`config.mk`:
```
export PLATFORM = sky130hd
export DESIGN_NAME = twentyfour_downcounter
export DESIGN_NICKNAME = d
export VERILOG_FILES = /design/src/rtl/twentyfour_downcounter.sv
export SDC_FILE = /design/constraint.sdc
export NUM_CORES = 1
export LEC_CHECK = 0
export ABC_AREA = 1
export ABC_CLOCK_PERIOD_IN_PS = 1200
export CAP_MARGIN = 20
export CORE_UTILIZATION = 32
export CTS_BUF_LIST = sky130_fd_sc_hd__clkbuf_4 sky130_fd_sc_hd__clkbuf_8 sky130_fd_sc_hd__clkbuf_16
export CTS_CLUSTER_DIAMETER = 100
export CTS_CLUSTER_SIZE = 40
export DETAILED_ROUTE_END_ITERATION = 6
export GPL_TIMING_DRIVEN = 0
export HOLD_SLACK_MARGIN = 0.03
export MAX_ROUTING_LAYER = met4
export PLACE_DENSITY = 0.64
export SYNTH_ARGS = -nofsm -noshare
export SYNTH_HDL_FRONTEND = slang
export SYNTH_SLANG_ARGS = --single-unit
```
`constraint.sdc`:
```
create_clock -name clk -period 1.2 [get_ports clk]
set_input_delay 0.24 -clock clk [delete_from_list [all_inputs] [get_ports clk]]
set_output_delay 0.24 -clock clk [all_outputs]
set_load 0.01 [all_outputs]
```
`src/rtl/twentyfour_downcounter.sv`:
```
// rtl/twentyfour_downcounter.sv - BCD modulo-24 down-counter with validated preset and borrow pulse
// Optional build macro ZERO_HOLD_EN: one-shot timer mode (borrow on reaching 00, then hold at 00).
module twentyfour_downcounter #(
    parameter int MAX_TENS  = 2,
    parameter int MAX_UNITS = 3
) (
    input  logic       clk,
    input  logic       reset,
    input  logic       en,
    input  logic       load,
    input  logic [7:0] load_value,
    output logic [7:0] count,
    output logic       borrow,
    output logic       load_err,
    output logic       is_zero
);

    localparam logic [3:0] TOP_TENS  = 4'(MAX_TENS);
    localparam logic [3:0] TOP_UNITS = 4'(MAX_UNITS);
    localparam logic [7:0] TOP_VALUE = {TOP_TENS, TOP_UNITS};

    logic [3:0] count_tens;
    logic [3:0] count_units;
    logic [3:0] load_tens;
    logic [3:0] load_units;
    logic       load_ok;
    logic [7:0] dec_count;
    logic       dec_borrow;

    assign count_tens  = count[7:4];
    assign count_units = count[3:0];
    assign load_tens   = load_value[7:4];
    assign load_units  = load_value[3:0];

    // The units bound only tightens once the tens digit sits at its maximum.
    assign load_ok = (load_units <= 4'd9) &&
                     (load_tens <= TOP_TENS) &&
                     ((load_tens < TOP_TENS) || (load_units <= TOP_UNITS));

    assign is_zero = (count == 8'h00);

    // Per-digit decrement; digits never exchange binary carries.
    always_comb begin
        dec_count  = count;
        dec_borrow = 1'b0;
        if (count_units != 4'd0) begin
            dec_count = {count_tens, count_units - 4'd1};
`ifdef ZERO_HOLD_EN
            dec_borrow = (count_tens == 4'd0) && (count_units == 4'd1);
`endif
        end else if (count_tens != 4'd0) begin
            dec_count = {count_tens - 4'd1, 4'd9};
        end else begin
`ifdef ZERO_HOLD_EN
            dec_count  = 8'h00;
            dec_borrow = 1'b0;
`else
            dec_count  = TOP_VALUE;
            dec_borrow = 1'b1;
`endif
        end
    end

    always_ff @(posedge clk) begin
        if (reset) begin
            count    <= 8'h00;
            borrow   <= 1'b0;
            load_err <= 1'b0;
        end else if (load) begin
            if (load_ok) begin
                count <= load_value;
            end
            load_err <= ~load_ok;
            borrow   <= 1'b0;
        end else if (en) begin
            count    <= dec_count;
            borrow   <= dec_borrow;
            load_err <= 1'b0;
        end else begin
            borrow   <= 1'b0;
            load_err <= 1'b0;
        end
    end

endmodule

```
==> qor.yml <==
status:
  status: "finished with violations"
  violations: "negative setup slack"
critical_path:
  worst_setup_path_start_kind: "flop"
  crit_fanout: 5
  critPathRequiredTime_ps: 1360
  worst_ep_arrival_time_ps: 1550
  crit_type: "flop to flop"
  cp-end-kind: "flop"
job:
  cap_violations: 0
clock_network:
  htree_levels: 1
  cts_root_buf: "clkbuf_4"
  clk_path_buf_depth: 2
  cts_buffers: 3
  hold_buffers: 0
  clock_sinks: 10
  clkLatencyLatePin_ps: 270
  cts_tree: "done"
  clkSlewWorstSetupHoldPaths_ps: 70
floorplanning:
  core_um2: 2210
  die-area_um2: 2550
  ios: 23
  initial_utilization_pct: 34.0
  rows: 17
  die_height_um: 50.5
  die_w_um: 50.5
yosys:
  avgSynthCellArea_um2: 6.22
  syn_area_um2: 753
  syn-instance-count: 121
  ys_warn_count: 0
  synth_cell_types: 23
  synthesis.nets: 137
  ys_seq_area_share_pct: 26.6
  synth-seq-cells: 10
place:
  portBuffers: 22
  place_congestion: 0.860
  dp_hpwl_mm: 1.36
  post-place-ws_ps: -438
finish:
  drive_gt1_share_pct: 38.4
  area_delta_synth_final_pct: 71.3
  final_nets: 181
  n_antenna_cell: 0
timing:
  worstMarginPinSlew_ps: 281
  min_period_over_period_pct: 115
  slew_headroom_pct: 81.2
  period_needed_ps: 1390
  tns_ps: -938
  hold_viol_final: 0
  fin_worst_skew_ps: 4.41
  fmax_mhz: 722
  drv_slew: 0
  rsz0062_at_grt: "true"
  setup-violations-final: 8
  setup_ws_ps: -185
global_route:
  grt_antenna_before_repair: 0
  grt_pass1_wl_mm: 3.43
  first_global_vias: 810
  grt_use_total_pct: 18.6
  gr-total-overflow: 0
  grt_max_degree: 11
power:
  p_comb_share_pct: 45.3
  worst_ir_drop_vdd_v: 0.000618
  p_per_area_nw_per_um2: 977
  p_int_mw: 0.816
  switchingPower_mw: 0.444
  sw_frac_of_total_pct: 35.2
  p_leak_nw: 0.731
  clkPwrFrac_pct: 24.0
  seqPwrFrac_pct: 30.7
routing:
  viasPerCell: 4.84
  vias: 929
  drc: 0
  routed_wl_mm: 2.27
  first_pass_iters: 4
  wl_per_cell_um: 11.8
  ant_nets: 0
  drt_iter0_markers: 13
hold_path:
  hold_path_class: "input port to flop"
[metrics by stage]
| stage | cell area (um2) | hold WS, ps | utilization (%) | power, mW | std cells |
|---|---|---|---|---|---|
| after floorplan | 777 | 319 | - | 0.671 | 121 |
| after global placement | 1030 | 604 | 46.7 | 0.830 | 171 |
| after detailed placement | 1030 | 615 | 46.7 | 0.832 | 171 |
| after CTS | 1190 | 476 | 54.0 | 1.21 | 186 |
| after global routing | 1290 | 422 | 58.3 | 1.35 | 192 |
| final | 1290 | 378 | 58.3 | 1.26 | 192 |
[power by group through the flow]
stage                     Combinational (mW)  Sequential (mW)  Clock (mW)
after floorplan                        0.267            0.403           0
after global placement                 0.439            0.391           0
after detailed placement               0.440            0.392           0
after CTS                              0.513            0.386       0.312
after global routing                   0.637            0.389       0.329
final                                  0.571            0.386       0.302
[worst max-delay path, stage by stage (launching register included)]
cell     delay, ps
dfxtp_2        320
inv_2           70
ha_4           140
nand3_4         70
buf_6          140
nor2_4         160
nand2_4        110
nand2_1         70
nand2_1         60
inv_1           90
nor2_2          50
[kinds of logic after synthesis]
kind of cell / synth area share, %
AOI/OAI and AO/OA: 7.64
DFF: 26.6
xor gates and xnor gates: 1.16
buffers and inverters: 12.0
adders and majority gates: 6.64
and+or+nand+nor: 46.0
[synth_stat cells (all sizes together)]
cell type  count  area share (%)
a21oi          7             4.7
a22oi          1             1.0
buf            2             2.5
clkinv         1            0.50
dfxtp         10              27
ha             4             6.6
inv           18             9.0
nand2         39              21
nand3         20              16
nor2          13             8.1
nor3           1            0.66
o21ai          3             2.0
or2            1            0.83
xor2           1             1.2
[state kept, by name, indices dropped and copies added, names as in the netlist]
register  flops
count         8
borrow        1
load_err      1
[repair_timing]
item                                   CTS  global route
setup endpoints to repair               19            13
pin swaps                                9             9
resized for setup                       38            21
endpoints found under the hold margin    0             0
gates cloned                             2             0
setup buffers                            9             6
[final timing paths]
kind	from	endpoint	slack, ps	cells past startpoint
min	load_value[1]	count[1]	380	5
min reg2reg	count[3]	count[3]	640	4
max reg2reg	count[1]	count[7]	-190	10
max	count[1]	count[7]	-190	10
[area by class of cell]
type / count / area (um2)
Timing Repair Buffer: 38 / 335
Buffer: 2 / 22.5
Clock buffer: 4 / 36.3
Multi-Input combinational cell: 91 / 578
Fill cell: 203 / 922
Inverter: 19 / 76.3
Tap cell: 28 / 35.0
Sequential cell: 10 / 206
[routing by layer]
layer	up-vias	share of wire [%]	global-route usage (%)	wire, um
li1	471	-	-	-
met1	418	42	22.8	948
met2	32	49	28.2	1120
met3	8	5.7	2.42	129
met4	0	3.0	12.5	68
met5	-	0	-	0
[cells in the final DEF, fill, tap and decap left out, types with 3 or more instances in the layout]
cell type / count
nor2_2: 4
nor2_1: 8
nand2_2: 4
inv_1: 11
buf_4: 13
dfxtp_1: 5
clkbuf_4: 3
ha_4: 3
nand2_1: 35
dfxtp_2: 5
nand3_4: 3
nand3_1: 15
dlymetal6s2s_1: 5
inv_2: 5
clkdlybuf4s50_1: 3
a21oi_2: 5
dlygate4sd2_1: 11
buf_6: 5
Power figures use the tool's default switching activity.
